[src/rtl/vga_pkg.sv]
// Shared timing defaults, sprite palette and sprite state types for the VGA sprite engine.
package vga_pkg;

  localparam int DEF_CLK_DIV  = 2;
  localparam int DEF_H_ACTIVE = 640;
  localparam int DEF_H_FP     = 16;
  localparam int DEF_H_SYNC   = 96;
  localparam int DEF_H_BP     = 48;
  localparam int DEF_V_ACTIVE = 480;
  localparam int DEF_V_FP     = 10;
  localparam int DEF_V_SYNC   = 2;
  localparam int DEF_V_BP     = 33;

  typedef struct packed {
    logic [9:0] pos;
    logic       dir;   // 1 = moving towards larger coordinates
  } axis_t;

  typedef struct packed {
    axis_t hx;
    axis_t vy;
  } sprite_t;

  function automatic logic [11:0] sprite_colour(input logic [2:0] idx);
    logic [11:0] c;
    case (idx)
      3'd0:    c = 12'hFF0;
      3'd1:    c = 12'hF00;
      3'd2:    c = 12'h0F0;
      3'd3:    c = 12'h0FF;
      3'd4:    c = 12'hF0F;
      3'd5:    c = 12'hFFF;
      3'd6:    c = 12'hF80;
      default: c = 12'h00F;
    endcase
    return c;
  endfunction

  // 11-bit arithmetic so pos+step never wraps before the limit compare.
  function automatic axis_t axis_step(input axis_t a, input logic [10:0] limit,
                                      input logic [10:0] step);
    axis_t       r;
    logic [10:0] p;
    logic [10:0] n;
    r = a;
    p = {1'b0, a.pos};
    if (a.dir) begin
      n = p + step;
      if (n > limit) begin
        r.pos = limit[9:0];
        r.dir = 1'b0;
      end else begin
        r.pos = n[9:0];
      end
    end else begin
      n = p - step;
      if (p < step) begin
        r.pos = '0;
        r.dir = 1'b1;
      end else begin
        r.pos = n[9:0];
      end
    end
    return r;
  endfunction

endpackage

[src/rtl/vga_timing.sv]
// Pixel-tick divider plus horizontal/vertical counters with raw sync and active flags.
module vga_timing
  import vga_pkg::*;
#(
  parameter int CLK_DIV  = DEF_CLK_DIV,
  parameter int H_ACTIVE = DEF_H_ACTIVE,
  parameter int H_FP     = DEF_H_FP,
  parameter int H_SYNC   = DEF_H_SYNC,
  parameter int H_BP     = DEF_H_BP,
  parameter int V_ACTIVE = DEF_V_ACTIVE,
  parameter int V_FP     = DEF_V_FP,
  parameter int V_SYNC   = DEF_V_SYNC,
  parameter int V_BP     = DEF_V_BP
) (
  input  logic        clk,
  input  logic        rst_n,
  output logic        pix_tick,
  output logic [10:0] h_cnt,
  output logic [10:0] v_cnt,
  output logic        hsync_act,
  output logic        vsync_act,
  output logic        active,
  output logic        first_px,
  output logic        frame_last
);

  localparam int H_TOTAL = H_ACTIVE + H_FP + H_SYNC + H_BP;
  localparam int V_TOTAL = V_ACTIVE + V_FP + V_SYNC + V_BP;
  localparam int DW      = (CLK_DIV > 1) ? $clog2(CLK_DIV) : 1;

  localparam logic [DW-1:0] DIV_LAST = DW'(CLK_DIV - 1);
  localparam logic [10:0]   H_LAST   = 11'(H_TOTAL - 1);
  localparam logic [10:0]   V_LAST   = 11'(V_TOTAL - 1);
  localparam logic [10:0]   H_ACT    = 11'(H_ACTIVE);
  localparam logic [10:0]   V_ACT    = 11'(V_ACTIVE);
  localparam logic [10:0]   HS_START = 11'(H_ACTIVE + H_FP);
  localparam logic [10:0]   HS_END   = 11'(H_ACTIVE + H_FP + H_SYNC);
  localparam logic [10:0]   VS_START = 11'(V_ACTIVE + V_FP);
  localparam logic [10:0]   VS_END   = 11'(V_ACTIVE + V_FP + V_SYNC);

  logic [DW-1:0] div_q, div_d;
  logic [10:0]   h_q, h_d;
  logic [10:0]   v_q, v_d;

  assign pix_tick = (div_q == DIV_LAST);

  always_comb begin
    div_d = pix_tick ? '0 : div_q + 1'b1;
    h_d   = h_q;
    v_d   = v_q;
    if (pix_tick) begin
      if (h_q == H_LAST) begin
        h_d = '0;
        v_d = (v_q == V_LAST) ? '0 : v_q + 11'd1;
      end else begin
        h_d = h_q + 11'd1;
      end
    end
  end

  always_ff @(posedge clk or negedge rst_n) begin
    if (!rst_n) begin
      div_q <= '0;
      h_q   <= '0;
      v_q   <= '0;
    end else begin
      div_q <= div_d;
      h_q   <= h_d;
      v_q   <= v_d;
    end
  end

  assign h_cnt      = h_q;
  assign v_cnt      = v_q;
  assign hsync_act  = (h_q >= HS_START) && (h_q < HS_END);
  assign vsync_act  = (v_q >= VS_START) && (v_q < VS_END);
  assign active     = (h_q < H_ACT) && (v_q < V_ACT);
  assign first_px   = (h_q == '0) && (v_q == '0);
  assign frame_last = pix_tick && (h_q == H_LAST) && (v_q == V_LAST);

endmodule

[src/rtl/vga_sprite_engine.sv]
// VGA timing plus bouncing solid-square sprites; sync, colour and flags leave through one
// shared output register so they stay aligned at the connector.
module vga_sprite_engine
  import vga_pkg::*;
#(
  parameter int CLK_DIV     = DEF_CLK_DIV,
  parameter int H_ACTIVE    = DEF_H_ACTIVE,
  parameter int H_FP        = DEF_H_FP,
  parameter int H_SYNC      = DEF_H_SYNC,
  parameter int H_BP        = DEF_H_BP,
  parameter int V_ACTIVE    = DEF_V_ACTIVE,
  parameter int V_FP        = DEF_V_FP,
  parameter int V_SYNC      = DEF_V_SYNC,
  parameter int V_BP        = DEF_V_BP,
  parameter int SYNC_POL    = 0,
  parameter int NUM_SPRITES = 3,
  parameter int SIZE        = 32,
  parameter int STEP        = 2
) (
  input  logic       clk,
  input  logic       rst_n,
  input  logic       move_en,
  output logic       hsync_out,
  output logic       vsync_out,
  output logic [3:0] vga_r,
  output logic [3:0] vga_g,
  output logic [3:0] vga_b,
  output logic       in_display,
  output logic       frame_start
);

  localparam logic        SYNC_ACT = (SYNC_POL != 0);
  localparam logic [10:0] SZ       = 11'(SIZE);
  localparam logic [10:0] STP      = 11'(STEP);
  localparam logic [10:0] X_LIM    = 11'(H_ACTIVE - SIZE);
  localparam logic [10:0] Y_LIM    = 11'(V_ACTIVE - SIZE);

  logic        pix_tick;
  logic [10:0] h_cnt, v_cnt;
  logic        hsync_act, vsync_act, active, first_px, frame_last;

  vga_timing #(
    .CLK_DIV (CLK_DIV),
    .H_ACTIVE(H_ACTIVE),
    .H_FP    (H_FP),
    .H_SYNC  (H_SYNC),
    .H_BP    (H_BP),
    .V_ACTIVE(V_ACTIVE),
    .V_FP    (V_FP),
    .V_SYNC  (V_SYNC),
    .V_BP    (V_BP)
  ) u_timing (
    .clk       (clk),
    .rst_n     (rst_n),
    .pix_tick  (pix_tick),
    .h_cnt     (h_cnt),
    .v_cnt     (v_cnt),
    .hsync_act (hsync_act),
    .vsync_act (vsync_act),
    .active    (active),
    .first_px  (first_px),
    .frame_last(frame_last)
  );

  function automatic sprite_t sprite_init(input int idx);
    sprite_t s;
    s.hx.pos = 10'(idx * 2 * SIZE);
    s.hx.dir = 1'b1;
    s.vy.pos = 10'(idx * SIZE);
    s.vy.dir = ~idx[0];
    return s;
  endfunction

  sprite_t spr_q [NUM_SPRITES];
  sprite_t spr_d [NUM_SPRITES];

  // Positions only change on the last tick of a frame, so every frame is drawn from one snapshot.
  always_comb begin
    for (int i = 0; i < NUM_SPRITES; i++) begin
      spr_d[i] = spr_q[i];
      if (frame_last && move_en) begin
        spr_d[i].hx = axis_step(spr_q[i].hx, X_LIM, STP);
        spr_d[i].vy = axis_step(spr_q[i].vy, Y_LIM, STP);
      end
    end
  end

  always_ff @(posedge clk or negedge rst_n) begin
    if (!rst_n) begin
      for (int i = 0; i < NUM_SPRITES; i++) spr_q[i] <= sprite_init(i);
    end else begin
      for (int i = 0; i < NUM_SPRITES; i++) spr_q[i] <= spr_d[i];
    end
  end

  logic [11:0] pix_rgb;
  logic [10:0] sx, sy;

  // Scanning from the highest index down lets the lowest hit index overwrite the others.
  always_comb begin
    pix_rgb = '0;
    sx      = '0;
    sy      = '0;
    for (int i = NUM_SPRITES - 1; i >= 0; i--) begin
      sx = {1'b0, spr_q[i].hx.pos};
      sy = {1'b0, spr_q[i].vy.pos};
      if ((h_cnt >= sx) && (h_cnt < sx + SZ) && (v_cnt >= sy) && (v_cnt < sy + SZ)) begin
        pix_rgb = sprite_colour(3'(i));
      end
    end
    if (!active) pix_rgb = '0;
  end

  logic        hsync_q, hsync_d;
  logic        vsync_q, vsync_d;
  logic [11:0] rgb_q, rgb_d;
  logic        de_q, de_d;
  logic        fs_q, fs_d;

  always_comb begin
    hsync_d = hsync_q;
    vsync_d = vsync_q;
    rgb_d   = rgb_q;
    de_d    = de_q;
    fs_d    = 1'b0;
    if (pix_tick) begin
      hsync_d = hsync_act ? SYNC_ACT : ~SYNC_ACT;
      vsync_d = vsync_act ? SYNC_ACT : ~SYNC_ACT;
      rgb_d   = pix_rgb;
      de_d    = active;
      fs_d    = first_px;
    end
  end

  always_ff @(posedge clk or negedge rst_n) begin
    if (!rst_n) begin
      hsync_q <= ~SYNC_ACT;
      vsync_q <= ~SYNC_ACT;
      rgb_q   <= '0;
      de_q    <= 1'b0;
      fs_q    <= 1'b0;
    end else begin
      hsync_q <= hsync_d;
      vsync_q <= vsync_d;
      rgb_q   <= rgb_d;
      de_q    <= de_d;
      fs_q    <= fs_d;
    end
  end

  assign hsync_out   = hsync_q;
  assign vsync_out   = vsync_q;
  assign vga_r       = rgb_q[11:8];
  assign vga_g       = rgb_q[7:4];
  assign vga_b       = rgb_q[3:0];
  assign in_display  = de_q;
  assign frame_start = fs_q;

endmodule

[config.mk]
export PLATFORM = sky130hd
export DESIGN_NAME = vga_sprite_engine
export DESIGN_NICKNAME = d
export VERILOG_FILES = /design/src/rtl/vga_pkg.sv /design/src/rtl/vga_timing.sv /design/src/rtl/vga_sprite_engine.sv
export SDC_FILE = /design/constraint.sdc
export NUM_CORES = 1
export LEC_CHECK = 0
export CORE_MARGIN = 4
export CORE_UTILIZATION = 65
export DETAILED_ROUTE_END_ITERATION = 6
export PLACE_DENSITY = 0.84
export SLEW_MARGIN = 10
export SYNTH_ARGS = -nofsm -noshare
export SYNTH_HDL_FRONTEND = slang
export SYNTH_SLANG_ARGS = --single-unit
[constraint.sdc]
create_clock -name clk -period 4.6 [get_ports clk]
set_clock_uncertainty 0.1 [all_clocks]
set_input_delay 0.46 -clock clk [delete_from_list [all_inputs] [get_ports clk]]
set_output_delay 0.46 -clock clk [all_outputs]
set_load 0.01 [all_outputs]
==> load_flow_metrics.sql, run 1 <==
INSERT INTO impl_metrics (metric_group, metric, value, unit) VALUES
('sta', 'setup_viol', '0', ''),
('routing', 'detail_route.vias_per_cell', '6.81', ''),
('place', 'detailed_place_hpwl', '16.5', 'mm'),
('logic_synthesis', 'yosys.area.top_type_share', '0.220', ''),
('setup_path', 'path_max_fanout', '17', ''),
('run', 'timing.max_cap.violations', '0', ''),
('routing', 'detail_route.drc_violations', '0', ''),
('finish', 'finalCoreUtilization', '0.696', ''),
('routing', 'firstDrtPassIters', '6', ''),
('logic_synthesis', 'synth.yosys.seq_area_share', '0.252', ''),
('floorplanning', 'start_util', '0.668', ''),
('power', 'power.leakage', '3.84', 'nW'),
('cts', 'number_of_sinks_on_the_clock_net', '89', ''),
('cts', 'clkSlewWorstSetupHoldPaths', '70', 'ps'),
('status', 'status', 'completed', ''),
('grt', 'globalRouteOverflowTotal', '0', ''),
('logic_synthesis', 'post_synthesis_cells', '1117', ''),
('setup_path', 'r2r_slack', '1300', 'ps'),
('grt', 'grt_first_pass_wirelength', '39.9', 'mm'),
('logic_synthesis', 'netlist-cell-type-count', '78', ''),
('logic_synthesis', 'yosys.area_share.adder', '0.166', ''),
('setup_path', 'critPathCaptureType', 'flip-flop', ''),
('routing', 'drtAntennaViolNets', '0', ''),
('logic_synthesis', 'compound_cell_area_share_of_the_yosys_netlist', '0.232', ''),
('finish', 'area_delta_synth_final', '4.29', '%'),
('finish', 'antenna_cells_inserted', '0', ''),
('logic_synthesis', 'synth_xor_xnor_area_share', '0.0434', ''),
('min_path', 'worstHoldPathType', 'in -> async', ''),
('finish', 'final_layout_size_suffix_gt1_frac', '0.0553', ''),
('logic_synthesis', 'number_of_synthesized_flops_with_an_enable_pin', '0', ''),
('power', 'max-vdd-ir-drop', '0.161', 'mV'),
('cts', 'cts-buffers-inserted', '9', ''),
('cts', 'post-cts-setup-buffer-count', '0', ''),
('finish', 'fin_nets', '1201', ''),
('floorplanning', 'die_width', '125', 'um'),
('setup_path', 'cp.required', '4720', 'ps'),
('routing', 'top_sig_layer', 'met4', ''),
('place', 'numPortBuffers', '14', ''),
('sta', 'slew_headroom', '0.274', ''),
('sta', 'final.period_utilization', '0.717', ''),
('cts', 'clock_tree.htree_level_count', '3', ''),
('floorplanning', 'design.portCount', '19', ''),
('cts', 'clk_latency', '360', 'ps'),
('place', 'place_area', '0.00896', 'mm^2'),
('routing', 'wl_met2', '10.6', 'mm'),
('sta', 'max_freq', '303', 'MHz'),
('grt', 'largest_net_degree_at_the_start_of_global_routing', '57', ''),
('setup_path', 'worstSetupStartpointType', 'flip-flop', ''),
('logic_synthesis', 'synth.top_cells.by_count', '118 x sky130_fd_sc_hd__ha_1, 95 x sky130_fd_sc_hd__o21ai_0, 83 x sky130_fd_sc_hd__inv_1', ''),
('routing', 'iteration_0_drc_count_of_the_detailed_router', '999', ''),
('logic_synthesis', 'synthMuxAreaShare', '0.00479', ''),
('routing', 'wl_met3', '1.70', 'mm'),
('floorplanning', 'die_height', '125', 'um'),
('logic_synthesis', 'yosys_register_bits', '89', ''),
('cts', 'cts.root.buffer_cell', 'sky130_fd_sc_hd__clkbuf_16', ''),
('power', 'p_per_area', '169', 'mW/mm^2'),
('cts', 'cts.repair.resized', '0', ''),
('grt', 'globalRouteTotalUtil', '0.303', ''),
('sta', 'unrepaired_setup_endpoints_after_global_routing', 'false', ''),
('grt', 'number_of_antenna_violations_at_the_first_check_in_global_routing', '0', ''),
('logic_synthesis', 'synth_top_family_by_area', 'compound AO/OA/AOI/OAI gates', ''),
('setup_path', 'cp.arrival', '3420', 'ps'),
('setup_path', 'timing.setup.critical_path_class', 'reg -> reg', ''),
('floorplanning', 'rows', '42', ''),
('cts', 'clk_path_buf_depth', '2', ''),
('floorplanning', 'design.die.area', '0.0156', 'mm^2'),
('sta', 'final_max_slew_viol_count', '0', ''),
('logic_synthesis', 'asyncSetResetFlopFracSynth', '1.00', ''),
('logic_synthesis', 'synth.top_cells.by_area', 'sky130_fd_sc_hd__dfrtp_1 22%, sky130_fd_sc_hd__ha_1 17%, sky130_fd_sc_hd__o21ai_0 5.4%', ''),
('logic_synthesis', 'synth_simple_gate_area_frac', '0.225', ''),
('finish', 'stdcell_area', '0.00926', 'mm^2');
logic make-up after synthesis:
logic type / count (synthesis)
other cells: 1
fa+ha+maj: 118
flops: 89
buf+inv: 158
compound gates: 322
mux: 4
xor+xnor: 44
simple gates: 381
critical path: stages, from the launching register on:
cell	delay (ps)
sky130_fd_sc_hd__dfrtp_1	570
sky130_fd_sc_hd__or4b_1	640
sky130_fd_sc_hd__nor4_4	540
sky130_fd_sc_hd__and3_1	580
sky130_fd_sc_hd__buf_4	340
sky130_fd_sc_hd__o21ai_0	120
sky130_fd_sc_hd__a21oi_1	140
sky130_fd_sc_hd__o21ai_0	110
final timing paths:
check	startpoint	to	depth (start not counted)
hold / removal	rst_n	spr_q[49]$_DFFE_PN0P_	1
min in group clk	vsync_out$_DFFE_PN1P_	vsync_out$_DFFE_PN1P_	2
max in group asynchronous	rst_n	spr_q[33]$_DFFE_PN1P_	2
hold reg to reg	vsync_out$_DFFE_PN1P_	vsync_out$_DFFE_PN1P_	2
setup / recovery	u_timing.h_cnt[6]$_DFFE_PN0P_	spr_q[60]$_DFFE_PN0P_	7
setup reg to reg	u_timing.h_cnt[6]$_DFFE_PN0P_	spr_q[60]$_DFFE_PN0P_	7
placed cells by master (no fill, tap or decap), types with 12 or more instances in the layout:
master                            count
sky130_fd_sc_hd__a21o_1              12
sky130_fd_sc_hd__o21ai_0             95
sky130_fd_sc_hd__nor2_1              62
sky130_fd_sc_hd__nand2_1             75
sky130_fd_sc_hd__nor4_1              19
sky130_fd_sc_hd__clkdlybuf4s50_1     13
sky130_fd_sc_hd__nor3_1              54
sky130_fd_sc_hd__a211oi_1            12
sky130_fd_sc_hd__o22ai_1             12
sky130_fd_sc_hd__nand4_1             37
sky130_fd_sc_hd__nand3_1             47
sky130_fd_sc_hd__xnor2_1             39
sky130_fd_sc_hd__dfrtp_1             78
sky130_fd_sc_hd__o31ai_1             13
sky130_fd_sc_hd__a21oi_1             78
sky130_fd_sc_hd__ha_1               118
sky130_fd_sc_hd__and3_1              24
sky130_fd_sc_hd__inv_1               83
stage by stage:
stage          instances  power, mW  setup WS (ps)  hold slack [ps]
2_1_floorplan       1120      0.802           1860             64.4
3_3_place_gp        1245      0.818           1420              364
3_5_place_dp        1245      0.818           1360              387
4_1_cts             1261       1.58           1350             89.2
5_1_grt             1261       1.62           1040              132
6_report            1261       1.56           1300             56.8
routing by layer:
layer  track usage  vias up
li1              -     4079
met1         0.412     4009
met2         0.477      429
met3        0.0382       72
met4         0.145        0
met5             0        -
layout make-up:
| class | instances | area (um^2) |
|---|---|---|
| Sequential cell | 89 | 2240 |
| Multi-Input combinational cell | 873 | 5980 |
| Clock inverter | 6 | 65.1 |
| Fill cell | 1100 | 4040 |
| Timing Repair Buffer | 22 | 198 |
| Inverter | 85 | 322 |
| Clock buffer | 10 | 229 |
| Tap cell | 176 | 220 |
state kept, by name, indices dropped and copies added (netlist names):
register	cells
spr_q	60
u_timing.h_cnt	11
u_timing.v_cnt	11
rgb_q	2
frame_start	1
hsync_out	1
in_display	1
u_timing.pix_tick	1
vsync_out	1
power breakdown:
part	switching, mW	internal, mW	total [mW]
combinational	0.0180	0.00187	0.0199
clock	0.338	0.423	0.761
sequential	0	0.783	0.783
total	0.356	1.21	1.56
No activity file was read; power rests on OpenSTA's default activity.
==> inputs of run 2 (changes only) <==
--- a/config.mk
+++ b/config.mk
@@ -6,9 +6,9 @@
 export NUM_CORES = 1
 export LEC_CHECK = 0
 export CORE_MARGIN = 4
-export CORE_UTILIZATION = 65
+export CORE_UTILIZATION = 58
 export DETAILED_ROUTE_END_ITERATION = 6
-export PLACE_DENSITY = 0.84
+export PLACE_DENSITY = 0.79
 export SLEW_MARGIN = 10
 export SYNTH_ARGS = -nofsm -noshare
 export SYNTH_HDL_FRONTEND = slang
==> constraint.sdc (replaced) <==
create_clock -name clk -period 2.85 [get_ports clk]
set_clock_uncertainty 0.1 [all_clocks]
set_input_delay 0.285 -clock clk [delete_from_list [all_inputs] [get_ports clk]]
set_output_delay 0.285 -clock clk [all_outputs]
set_load 0.01 [all_outputs]
==> load_flow_metrics.sql, run 2 (synthesized netlist as in run 1, its figures left out) <==
INSERT INTO impl_metrics (metric_group, metric, value, unit) VALUES
('routing', 'postRouteWirelength', '23.9', 'mm'),
('floorplanning', 'start_util', '0.602', ''),
('cts', 'tritoncts', 'done', ''),
('floorplanning', 'die_width', '132', 'um'),
('finish', 'registers.top_by_ff_count', 'spr_q', ''),
('routing', 'iteration_0_drc_count_of_the_detailed_router', '935', ''),
('finish', 'finalCoreUtilization', '0.656', ''),
('routing', 'firstDrtPassIters', '5', ''),
('cts', 'clkSlewWorstSetupHoldPaths', '80', 'ps'),
('sta', 'unrepaired_setup_endpoints_after_global_routing', 'true', ''),
('cts', 'clk_latency', '360', 'ps'),
('routing', 'dr_vias', '8699', ''),
('routing', 'drtAntennaViolNets', '0', ''),
('cts', 'clock_tree.htree_level_count', '3', ''),
('sta', 'hold_violations', '0', ''),
('floorplanning', 'die_height', '132', 'um'),
('run', 'timing.max_cap.violations', '0', ''),
('routing', 'detail_route.drc_violations', '0', ''),
('cts', 'cts-buffers-inserted', '9', ''),
('finish', 'fin_nets', '1250', ''),
('grt', 'number_of_antenna_violations_at_the_first_check_in_global_routing', '0', ''),
('sta', 'tightest_hold_margin', '347', 'ps'),
('power', 'power', '2.51', 'mW'),
('min_path', 'worstHoldPathType', 'in -> async', ''),
('place', 'dp_slack', '107', 'ps'),
('sta', 'transition_time_at_the_pin_with_the_least_slew_margin', '751', 'ps'),
('grt', 'grt_first_pass_wirelength', '40.1', 'mm'),
('sta', 'max_freq', '362', 'MHz'),
('routing', 'detail_route.vias_per_cell', '6.60', ''),
('place', 'numPortBuffers', '14', ''),
('cts', 'number_of_sinks_on_the_clock_net', '89', ''),
('floorplanning', 'design.portCount', '19', ''),
('grt', 'globalRouteOverflowTotal', '0', ''),
('place', 'place_area', '0.00935', 'mm^2'),
('grt', 'largest_net_degree_at_the_start_of_global_routing', '50', ''),
('place', 'routabilityCongestion', '0.940', ''),
('routing', 'wl_per_cell', '18.2', 'um'),
('floorplanning', 'design.die.area', '0.0173', 'mm^2'),
('finish', 'stdcell_area', '0.00967', 'mm^2'),
('finish', 'final-instance-count-excl-fill', '1318', ''),
('setup_path', 'worst_r2r_startpoint', 'spr_q[40]$_DFFE_PN1P_', ''),
('status', 'status', 'completed', ''),
('sta', 'final_max_slew_viol_count', '0', ''),
('finish', 'antenna_cells_inserted', '0', ''),
('power', 'power.leakage', '4.10', 'nW'),
('sta', 'slew_headroom', '0.491', ''),
('setup_path', 'path_max_fanout', '9', ''),
('grt', 'via_count_of_the_first_global_routing_pass', '8147', ''),
('floorplanning', 'rows', '44', ''),
('finish', 'largest_reg_flops', '60', ''),
('sta', 'post-route-min-period', '2760', 'ps'),
('place', 'placed_cells_incl_taps', '1300', ''),
('power', 'max-vdd-ir-drop', '0.243', 'mV'),
('sta', 'final.period_utilization', '0.968', ''),
('sta', 'final.setup.tns', '0', 'ps'),
('finish', 'layout.cells.most_common', 'sky130_fd_sc_hd__ha_1', ''),
('cts', 'cts.root.buffer_cell', 'sky130_fd_sc_hd__clkbuf_16', ''),
('setup_path', 'cp.arrival', '2870', 'ps'),
('sta', 'setup_viol', '0', ''),
('setup_path', 'timing.critical_path.from', 'spr_q[40]$_DFFE_PN1P_', ''),
('finish', 'final_layout_size_suffix_gt1_frac', '0.0996', ''),
('setup_path', 'worstSetupStartpointType', 'flip-flop', ''),
('sta', 'fin_ws', '90.0', 'ps'),
('power', 'p_per_area', '260', 'mW/mm^2'),
('cts', 'clk_path_buf_depth', '2', ''),
('finish', 'most_frequent_cells_in_the_layout', '118 x sky130_fd_sc_hd__ha_1, 95 x sky130_fd_sc_hd__o21ai_0, 83 x sky130_fd_sc_hd__inv_1, 78 x sky130_fd_sc_hd__a21oi_1, 77 x sky130_fd_sc_hd__dfrtp_1', ''),
('setup_path', 'critPathCaptureType', 'flip-flop', ''),
('setup_path', 'cp.required', '2960', 'ps'),
('place', 'detailed_place_hpwl', '17.4', 'mm'),
('floorplanning', 'core_region_area', '0.0148', 'mm^2'),
('finish', 'area_delta_synth_final', '8.97', '%'),
('setup_path', 'timing.setup.critical_path_class', 'reg -> reg', ''),
('grt', 'globalRouteTotalUtil', '0.274', '');
[run 2: changes by cell type in the layout (fill, tap and decap cells not counted), moves of 2 or more]
| cell | before | now |
|---|---|---|
| sky130_fd_sc_hd__buf_12 | 0 | 2 |
| sky130_fd_sc_hd__buf_4 | 9 | 55 |
| sky130_fd_sc_hd__inv_8 | 0 | 2 |
| sky130_fd_sc_hd__o311ai_0 | 6 | 4 |
[run 2: final cells by class]
class | count | area, um^2
Tap cell | 184 | 230
Clock inverter | 7 | 61.3
Clock buffer | 9 | 225
Inverter | 85 | 322
Multi-Input combinational cell | 873 | 6000
Timing Repair Buffer | 71 | 593
Sequential cell | 89 | 2240
Fill cell | 1246 | 5080
[run 2: worst max-delay path, stage by stage, from the launching register on]
cell and delay (ps):
sky130_fd_sc_hd__dfstp_2 610, sky130_fd_sc_hd__ha_1 230, sky130_fd_sc_hd__and3_1 220, sky130_fd_sc_hd__xnor2_1 130, sky130_fd_sc_hd__ha_1 250, sky130_fd_sc_hd__nor2b_1 130
sky130_fd_sc_hd__o21ai_0 140, sky130_fd_sc_hd__o2111ai_1 120, sky130_fd_sc_hd__nor4_1 450, sky130_fd_sc_hd__o221ai_1 230
[run 2: power breakdown]
| group | switching [mW] | internal, mW | leakage [nW] |
|---|---|---|---|
| clock network | 0.605 | 0.611 | 0.140 |
| logic | 0.0295 | 0.00590 | 2.87 |
| registers | 0 | 1.26 | 1.09 |
| total | 0.634 | 1.88 | 4.10 |
[run 2: layer usage]
metal	wire (um)	share of wire	track usage	vias up
li1	-	-	-	4166
met4	690	0.029	0.106	0
met1	10400	0.44	0.378	4086
met2	11000	0.46	0.437	384
met5	0	0	0	-
met3	1780	0.074	0.0413	63
[run 2: repair_timing]
action,in CTS,in global routing
setup endpoints to repair,0,9
resized for setup,0,7
endpoints found under the hold margin,37,0
setup buffers,0,1
hold buffers,1,0
[run 2: path summary, 6_finish.rpt]
| path | to | slack, ps | cells after the start |
|---|---|---|---|
| min in group clk | in_display$_DFFE_PN0P_ | 380 | 1 |
| worst max-delay path | rgb_q[7]$_DFFE_PN0P_ | 90 | 9 |
| max in group asynchronous | spr_q[11]$_DFFE_PN1P_ | 1560 | 3 |
| worst min register to register | in_display$_DFFE_PN0P_ | 380 | 1 |
| worst min-delay path | spr_q[47]$_DFFE_PN0P_ | 350 | 2 |
| worst max register to register | rgb_q[7]$_DFFE_PN0P_ | 90 | 9 |
